`src/rtl/rc5_cipher_if.sv`:
```
// rc5_cipher_if: command, data and scan signals of the RC5 engine.
// The master side drives commands and data; the slave (the cipher core) answers with status and results.
interface rc5_cipher_if;
  logic [4:0]   num_rounds;
  logic [127:0] key;
  logic         load_key;
  logic         key_ready;
  logic         start_encrypt;
  logic         start_decrypt;
  logic [31:0]  d_in;
  logic [31:0]  d_out;
  logic         done;
  logic         scan_en;
  logic         scan_in;
  logic         begin_validate;
  logic         scan_out;

  modport master (
    output num_rounds, key, load_key, start_encrypt, start_decrypt, d_in,
           scan_en, scan_in, begin_validate,
    input  key_ready, d_out, done, scan_out
  );

  modport slave (
    input  num_rounds, key, load_key, start_encrypt, start_decrypt, d_in,
           scan_en, scan_in, begin_validate,
    output key_ready, d_out, done, scan_out
  );
endinterface

```
`src/rtl/rc5_cipher.sv`:
```
// rc5_cipher: RC5-16/r/16 engine with on-chip key expansion and one-block encrypt/decrypt.
// Define RC5_SCAN_EN to build the serial scan/validation port; otherwise scan_out is tied low.
module rc5_cipher (
  input  logic        clk,
  input  logic        rst,
  rc5_cipher_if.slave bus
);
  localparam logic [15:0] P = 16'hB7E1;
  localparam logic [15:0] Q = 16'h9E37;

  typedef enum logic [2:0] {IDLE, INIT, MIX, PRE, ROUND, POST} state_t;

  function automatic logic [15:0] rotl(input logic [15:0] x, input logic [3:0] n);
    logic [31:0] t;
    t = {x, x} << n;
    return t[31:16];
  endfunction

  function automatic logic [15:0] rotr(input logic [15:0] x, input logic [3:0] n);
    logic [31:0] t;
    t = {x, x} >> n;
    return t[15:0];
  endfunction

  state_t       state_q, state_d;
  logic [4:0]   rounds_q, rounds_d;
  logic [15:0]  a_q, a_d, b_q, b_d;
  logic [5:0]   idx_q, idx_d;
  logic [2:0]   j_q, j_d;
  logic [7:0]   step_q, step_d;
  logic [4:0]   round_q, round_d;
  logic         decrypt_q, decrypt_d;
  logic         keyReady_q, keyReady_d;
  logic         done_q, done_d;
  logic [31:0]  dOut_q, dOut_d;

  logic [15:0]  sTab [64];
  logic [15:0]  lTab [8];

  logic [127:0] keyEff;
  logic [31:0]  dInEff;
  logic [4:0]   roundsEff;
  logic         cmdLoad, cmdEnc, cmdDec;

  logic         sWe, lWe, lLoad, startAccept;
  logic [5:0]   sAddr;
  logic [15:0]  sData, lData;
  logic [15:0]  mixA, mixB, mixSum, preA, preB, encA, encB, decA, decB;

  logic [6:0]   tCount;
  logic [6:0]   tMax;
  logic [7:0]   mixCount;

  // t = 2(r+1) table entries; the mixing pass runs 3*max(t,8) steps.
  assign tCount   = {1'b0, rounds_q, 1'b0} + 7'd2;
  assign tMax     = (tCount < 7'd8) ? 7'd8 : tCount;
  assign mixCount = {1'b0, tMax} + {tMax, 1'b0};

  always_ff @(posedge clk or negedge rst) begin
    if (!rst) begin
      state_q    <= IDLE;
      rounds_q   <= '0;
      a_q        <= '0;
      b_q        <= '0;
      idx_q      <= '0;
      j_q        <= '0;
      step_q     <= '0;
      round_q    <= '0;
      decrypt_q  <= 1'b0;
      keyReady_q <= 1'b0;
      done_q     <= 1'b0;
      dOut_q     <= '0;
    end else begin
      state_q    <= state_d;
      rounds_q   <= rounds_d;
      a_q        <= a_d;
      b_q        <= b_d;
      idx_q      <= idx_d;
      j_q        <= j_d;
      step_q     <= step_d;
      round_q    <= round_d;
      decrypt_q  <= decrypt_d;
      keyReady_q <= keyReady_d;
      done_q     <= done_d;
      dOut_q     <= dOut_d;
    end
  end

  // The tables hold no reset; key_ready alone says whether their contents mean anything.
  always_ff @(posedge clk) begin
    if (sWe) sTab[sAddr] <= sData;
    if (lLoad) begin
      for (int k = 0; k < 8; k++) lTab[k] <= keyEff[16*k +: 16];
    end else if (lWe) begin
      lTab[j_q] <= lData;
    end
  end

  always_comb begin
    state_d     = state_q;
    rounds_d    = rounds_q;
    a_d         = a_q;
    b_d         = b_q;
    idx_d       = idx_q;
    j_d         = j_q;
    step_d      = step_q;
    round_d     = round_q;
    decrypt_d   = decrypt_q;
    keyReady_d  = keyReady_q;
    done_d      = done_q;
    dOut_d      = dOut_q;
    sWe         = 1'b0;
    sAddr       = idx_q;
    sData       = '0;
    lWe         = 1'b0;
    lLoad       = 1'b0;
    lData       = '0;
    startAccept = 1'b0;
    mixA        = '0;
    mixB        = '0;
    mixSum      = '0;
    preA        = '0;
    preB        = '0;
    encA        = '0;
    encB        = '0;
    decA        = '0;
    decB        = '0;

    case (state_q)
      IDLE: begin
        if (cmdLoad) begin
          rounds_d   = roundsEff;
          keyReady_d = 1'b0;
          done_d     = 1'b0;
          lLoad      = 1'b1;
          idx_d      = '0;
          a_d        = P;
          state_d    = INIT;
        end else if ((cmdEnc || cmdDec) && keyReady_q) begin
          startAccept = 1'b1;
          done_d      = 1'b0;
          a_d         = dInEff[15:0];
          b_d         = dInEff[31:16];
          decrypt_d   = !cmdEnc;
          if (cmdEnc) begin
            state_d = PRE;
          end else begin
            round_d = rounds_q;
            state_d = (rounds_q == 5'd0) ? POST : ROUND;
          end
        end
      end

      // a_q carries the running P + i*Q value while the table is seeded.
      INIT: begin
        sWe   = 1'b1;
        sData = a_q;
        a_d   = a_q + Q;
        idx_d = idx_q + 6'd1;
        if ({1'b0, idx_q} == tCount - 7'd1) begin
          idx_d   = '0;
          j_d     = '0;
          step_d  = '0;
          a_d     = '0;
          b_d     = '0;
          state_d = MIX;
        end
      end

      MIX: begin
        mixA   = rotl(sTab[idx_q] + a_q + b_q, 4'd3);
        mixSum = mixA + b_q;
        mixB   = rotl(lTab[j_q] + mixSum, mixSum[3:0]);
        sWe    = 1'b1;
        sData  = mixA;
        lWe    = 1'b1;
        lData  = mixB;
        a_d    = mixA;
        b_d    = mixB;
        j_d    = j_q + 3'd1;
        idx_d  = ({1'b0, idx_q} == tCount - 7'd1) ? 6'd0 : idx_q + 6'd1;
        step_d = step_q + 8'd1;
        if (step_q == mixCount - 8'd1) begin
          keyReady_d = 1'b1;
          state_d    = IDLE;
        end
      end

      PRE: begin
        preA = a_q + sTab[0];
        preB = b_q + sTab[1];
        a_d  = preA;
        b_d  = preB;
        if (rounds_q == 5'd0) begin
          dOut_d  = {preB, preA};
          done_d  = 1'b1;
          state_d = IDLE;
        end else begin
          round_d = 5'd1;
          state_d = ROUND;
        end
      end

      // Encryption counts the round index up from 1; decryption counts it down to 1.
      ROUND: begin
        if (!decrypt_q) begin
          encA    = rotl(a_q ^ b_q, b_q[3:0]) + sTab[{round_q, 1'b0}];
          encB    = rotl(b_q ^ encA, encA[3:0]) + sTab[{round_q, 1'b1}];
          a_d     = encA;
          b_d     = encB;
          round_d = round_q + 5'd1;
          if (round_q == rounds_q) begin
            dOut_d  = {encB, encA};
            done_d  = 1'b1;
            state_d = IDLE;
          end
        end else begin
          decB    = rotr(b_q - sTab[{round_q, 1'b1}], a_q[3:0]) ^ a_q;
          decA    = rotr(a_q - sTab[{round_q, 1'b0}], decB[3:0]) ^ decB;
          a_d     = decA;
          b_d     = decB;
          round_d = round_q - 5'd1;
          if (round_q == 5'd1) state_d = POST;
        end
      end

      POST: begin
        preB    = b_q - sTab[1];
        preA    = a_q - sTab[0];
        dOut_d  = {preB, preA};
        done_d  = 1'b1;
        state_d = IDLE;
      end

      default: state_d = IDLE;
    endcase
  end

  assign bus.key_ready = keyReady_q;
  assign bus.done      = done_q;
  assign bus.d_out     = dOut_q;

`ifdef RC5_SCAN_EN
  logic [167:0] scanIn_q;
  logic [32:0]  scanOut_q;
  logic         bvPrev_q, pendEnc_q, pendDec_q;
  logic         bvRise;

  // In validation mode the scan register stands in for the parallel data and command pins.
  assign bvRise       = bus.begin_validate & ~bvPrev_q;
  assign keyEff       = bus.begin_validate ? scanIn_q[127:0]   : bus.key;
  assign dInEff       = bus.begin_validate ? scanIn_q[159:128] : bus.d_in;
  assign roundsEff    = bus.begin_validate ? scanIn_q[164:160] : bus.num_rounds;
  assign cmdLoad      = bus.begin_validate ? (bvRise & scanIn_q[165]) : bus.load_key;
  assign cmdEnc       = bus.begin_validate ? pendEnc_q : bus.start_encrypt;
  assign cmdDec       = bus.begin_validate ? pendDec_q : bus.start_decrypt;
  assign bus.scan_out = scanOut_q[32];

  always_ff @(posedge clk or negedge rst) begin
    if (!rst) begin
      scanIn_q  <= '0;
      scanOut_q <= '0;
      bvPrev_q  <= 1'b0;
      pendEnc_q <= 1'b0;
      pendDec_q <= 1'b0;
    end else begin
      bvPrev_q <= bus.begin_validate;
      if (bus.scan_en && !bus.begin_validate) scanIn_q <= {scanIn_q[166:0], bus.scan_in};
      if (!bus.scan_en) scanOut_q <= {done_q, dOut_q};
      else if (bus.begin_validate) scanOut_q <= {scanOut_q[31:0], 1'b0};
      // The armed start waits out any key expansion and fires once the table is valid.
      if (!bus.begin_validate) begin
        pendEnc_q <= 1'b0;
        pendDec_q <= 1'b0;
      end else if (bvRise) begin
        pendEnc_q <= scanIn_q[166];
        pendDec_q <= scanIn_q[167];
      end else if (startAccept) begin
        pendEnc_q <= 1'b0;
        pendDec_q <= 1'b0;
      end
    end
  end
`else
  logic unusedScanPins;

  assign unusedScanPins = bus.scan_en ^ bus.scan_in ^ bus.begin_validate ^ startAccept;
  assign keyEff         = bus.key;
  assign dInEff         = bus.d_in;
  assign roundsEff      = bus.num_rounds;
  assign cmdLoad        = bus.load_key;
  assign cmdEnc         = bus.start_encrypt;
  assign cmdDec         = bus.start_decrypt;
  assign bus.scan_out   = 1'b0;
`endif
endmodule

```
`src/flat_wrapper.sv`:
```
// flat-port wrapper written by rule: the top's interface ports become plain ports
module rc5_cipher_flat 
  (clk, rst, bus_num_rounds, bus_key, bus_load_key, bus_start_encrypt, bus_start_decrypt, bus_d_in, bus_scan_en, bus_scan_in, bus_begin_validate, bus_key_ready, bus_d_out, bus_done, bus_scan_out);
  rc5_cipher_if bus_i ();
  input  logic clk;
  input  logic rst;
  input wire logic [$bits(bus_i.num_rounds)-1:0] bus_num_rounds;
  input wire logic [$bits(bus_i.key)-1:0] bus_key;
  input wire logic [$bits(bus_i.load_key)-1:0] bus_load_key;
  input wire logic [$bits(bus_i.start_encrypt)-1:0] bus_start_encrypt;
  input wire logic [$bits(bus_i.start_decrypt)-1:0] bus_start_decrypt;
  input wire logic [$bits(bus_i.d_in)-1:0] bus_d_in;
  input wire logic [$bits(bus_i.scan_en)-1:0] bus_scan_en;
  input wire logic [$bits(bus_i.scan_in)-1:0] bus_scan_in;
  input wire logic [$bits(bus_i.begin_validate)-1:0] bus_begin_validate;
  output wire logic [$bits(bus_i.key_ready)-1:0] bus_key_ready;
  output wire logic [$bits(bus_i.d_out)-1:0] bus_d_out;
  output wire logic [$bits(bus_i.done)-1:0] bus_done;
  output wire logic [$bits(bus_i.scan_out)-1:0] bus_scan_out;
  assign bus_i.num_rounds = bus_num_rounds;
  assign bus_i.key = bus_key;
  assign bus_i.load_key = bus_load_key;
  assign bus_i.start_encrypt = bus_start_encrypt;
  assign bus_i.start_decrypt = bus_start_decrypt;
  assign bus_i.d_in = bus_d_in;
  assign bus_i.scan_en = bus_scan_en;
  assign bus_i.scan_in = bus_scan_in;
  assign bus_i.begin_validate = bus_begin_validate;
  assign bus_key_ready = bus_i.key_ready;
  assign bus_d_out = bus_i.d_out;
  assign bus_done = bus_i.done;
  assign bus_scan_out = bus_i.scan_out;
  rc5_cipher u_core (.clk(clk), .rst(rst), .bus(bus_i));
endmodule
```
`config.mk`:
```
export PLATFORM = sky130hd
export DESIGN_NAME = rc5_cipher_flat
export DESIGN_NICKNAME = d
export VERILOG_FILES = /design/src/rtl/rc5_cipher_if.sv /design/src/rtl/rc5_cipher.sv /design/src/flat_wrapper.sv
export SDC_FILE = /design/constraint.sdc
export NUM_CORES = 2
export LEC_CHECK = 0
export ABC_AREA = 1
export ABC_CLOCK_PERIOD_IN_PS = 11300
export CAP_MARGIN = 20
export CORE_ASPECT_RATIO = 0.7
export CORE_UTILIZATION = 33
export CTS_CLUSTER_SIZE = 25
export DETAILED_ROUTE_END_ITERATION = 6
export DONT_BUFFER_PORTS = 1
export GPL_ROUTABILITY_DRIVEN = 0
export PLACE_DENSITY = 0.55
export SLEW_MARGIN = 20
export SYNTH_ARGS = -nofsm -noshare
export SYNTH_HDL_FRONTEND = slang
export SYNTH_SLANG_ARGS = --single-unit
```
`constraint.sdc`:
```
create_clock -name clk -period 11.3 [get_ports clk]
set_input_delay 2.26 -clock clk [delete_from_list [all_inputs] [get_ports clk]]
set_output_delay 2.26 -clock clk [all_outputs]
set_load 0.05 [all_outputs]
```
==> results.yml <==
sta:
  fin_skew_ns: 0.115
  finalHoldViolCount: 0
  tightest_slew_ns: 1.27
  grt_setup_unrepaired: "no"
  finalWorstSetupSlack_ns: 0.530
  fmax_mhz: 92.8
  period_needed_ns: 10.77
  finalSetupTns_ns: 0
  slew_viol_final: 0
  finalSetupViolations: 0
  period_share_pct: 95.3
  relSlewSlack_pct: 15.1
worst_setup_path:
  critical_path.slowest_cell: "dfrtp_4"
  start_kind: "flip-flop"
  regToRegStartpoint: "u_core.round_q[0]$_DFFE_PN0P_"
  critPathMaxFanout: 82
  worstReg2RegEnd: "u_core.b_q[11]$_DFFE_PN0P_"
  cpPeakStageDelay_ns: 0.91
  worstSetupEndpoint: "u_core.b_q[11]$_DFFE_PN0P_"
  worstSetupPathType: "flip-flop to flip-flop"
  crit_path_end_kind: "flip-flop"
  startpoint: "u_core.round_q[0]$_DFFE_PN0P_"
  arrival_ns: 11.44
  cpMostUsedCell: "nand2_1"
  r2r_slack_ns: 0.53
  worstRegToRegCells: 47
  cp.required_ns: 11.97
layout:
  stdcell_count: 11100
  drive_above_1_share_pct: 8.16
  area_growth_pct: 12.7
  finish.utilization_pct: 37.5
  nNetsFinal: 8482
yosys:
  syn_inst: 8140
  ys_ff_latch: 1249
  synth_top_area_cell: "edfxtp_1"
  postSynthAreaPerCell_um2: 8.89
  ys_top_cells_by_area: "edfxtp_1 (48%), nand2_1 (8.4%), o21ai_0 (7.6%), a21oi_1 (3.7%), inv_1 (3.6%)"
  async_reset_ff_share_pct: 7.77
  synth_edf_count: 1152
  ys_top_cells_by_count: "nand2_1 (1624), edfxtp_1 (1152), o21ai_0 (1098)"
  synth_ff_type: "edfxtp_1"
  syn-cell-area_um2: 72400
  synth.distinct_cells: 72
  synth.net_count: 8523
  yosysMostFrequentCell: "nand2_1"
  yosys.area.top_type_share_pct: 47.8
  ys_warn_count: 0
  seq_area_frac_synth_pct: 51.2
clocking:
  cts_resized: 0
  clkTransAtPathRegs_ns: 0.07
  clkLatencyLatePin_ns: 0.87
  cts.path.max_buffers: 4
  cts_hold_buf: 0
  cts_tree: "yes"
  postCtsSetupRepairBufs: 0
  cts_sinks: 1249
  cts_root_buf: "clkbuf_16"
  h-tree-depth: 4
  numCtsBuffers: 140
grt:
  grt_pass1_vias: 60000
  overflow: 0
  antenna_found_initial: 29
  grt_pass1_wl_um: 457000
  grt_usage_pct: 28.8
  grt_max_degree: 118
placement:
  io_buffers: 0
  place_ws_ns: 0.947
  dp_hpwl_um: 233000
  dp.cells: 10900
routing:
  viasPerCell: 6.09
  drc: 9
  drtIter0Drc: 13400
  routedWlPerCell_um: 29.9
  wl_um: 332000
  antenna_left: 0
  vias: 67600
  first_pass_iters: 7
die:
  row_count: 143
  dieArea_um2: 221000
  die_h_um: 394
  die_w_um: 562
  core_um2: 218000
  ios: 208
  start_util_pct: 33.3
status:
  violations: "DRC"
  outcome: "finished, violations left"
run:
  drv_cap: 0
hold_path:
  hp-class: "flip-flop to flip-flop"
state kept, by name, indices dropped and copies added (netlist names), 5 cells and up:
register / flops
u_core.lTab: 128
u_core.step_q: 8
u_core.b_q: 16
u_core.bus.d_out: 32
u_core.idx_q: 6
u_core.rounds_q: 5
u_core.a_q: 16
u_core.round_q: 5
u_core.sTab: 1024
cell type report:
type                    instances  area, µm²
well taps                    2900       3630
repair buffers                300       2670
inverters                     725       2760
diodes                          8       20.0
multi-input cells            5683      31000
flip-flops and latches       1249      37000
clock inverters                77        754
clock buffers                 161       3650
fillers                     21900     136000
metal layers:
layer / share of wire [%] / wire [µm] / track usage [%] / vias to the layer above
li1: - / - / - / 28800
met1: 40 / 132000 / 40.4 / 32700
met2: 37 / 124000 / 37.7 / 5389
met3: 19 / 61800 / 14.4 / 740
met4: 4.0 / 13400 / 9.60 / 28
met5: 0.050 / 167 / 0 / -
worst min path at each step:
stage	startpoint	to	slack, ns	cells past startpoint
final	u_core.a_q[9]$_DFFE_PN0P_	u_core.a_q[9]$_DFFE_PN0P_	0.49	2
after global routing	u_core.a_q[9]$_DFFE_PN0P_	u_core.a_q[9]$_DFFE_PN0P_	0.53	2
after CTS	u_core.a_q[9]$_DFFE_PN0P_	u_core.a_q[9]$_DFFE_PN0P_	0.49	2
after detailed placement	u_core.a_q[9]$_DFFE_PN0P_	u_core.a_q[9]$_DFFE_PN0P_	0.48	2
after global placement	u_core.a_q[9]$_DFFE_PN0P_	u_core.a_q[9]$_DFFE_PN0P_	0.46	2
after floorplan	u_core.step_q[3]$_DFFE_PN0P_	u_core.step_q[3]$_DFFE_PN0P_	0.50	2
placed cells by master (no fill, tap or decap), types with 13 or more instances in the layout:
master,n
buf_12,33
clkbuf_16,143
nor2_1,572
o2111ai_1,51
fa_1,26
inv_2,20
nand2_1,1624
a22oi_1,110
o22ai_1,133
nand3_2,40
nor2_2,25
o21ai_0,1077
inv_1,684
xor2_1,129
edfxtp_1,1152
nand4_1,132
a31oi_1,28
nand2_2,16
a211oi_1,32
ha_1,184
o21ai_1,39
clkinv_1,45
buf_4,267
a221oi_1,142
mux2i_1,16
clkbuf_1,18
dfrtp_1,93
a21oi_1,528
o21a_1,39
clkinv_2,15
bufinv_16,13
o211ai_1,22
nand3_1,412
xnor2_1,44
nor3_1,27
or2_2,19
a22o_1,28
o21bai_1,19
cells by family (layout without fill, tap and decap cells):
kind of cell             count (synthesis)  in the layout  share of synthesized area (%)
adder cells (fa/ha/maj)                210            210                           3.90
other                                    1              9                        0.00518
AND/OR/NAND/NOR                       2910           2910                           17.0
multiplexers                            16             16                          0.221
XOR/XNOR                               173            173                           2.09
flip-flops                            1249           1249                           51.2
buffers and inverters                 1208           1263                           6.48
AO/OA/AOI/OAI                         2373           2373                           19.2
critical path: cells and delay by family, from the launching register on:
family,cells,cell delay [ns]
AOI/OAI and AO/OA,18,4.54
and+or+nand+nor,19,1.84
xor gates and xnor gates,3,1.40
adders and majority gates,3,1.15
DFF,1,0.91
buffers and inverters,4,0.71
per-stage QoR:
step | cell area, µm² | hold slack [ns]
after floorplan | 72400 | 0.504
after global placement | 77100 | 0.464
after detailed placement | 77100 | 0.475
after CTS | 81500 | 0.494
after global routing | 81500 | 0.532
final | 81500 | 0.494
Power is left out: the tool's default activity adds up to more than one toggle a clock period on the data nets, which glitch-free logic cannot reach.
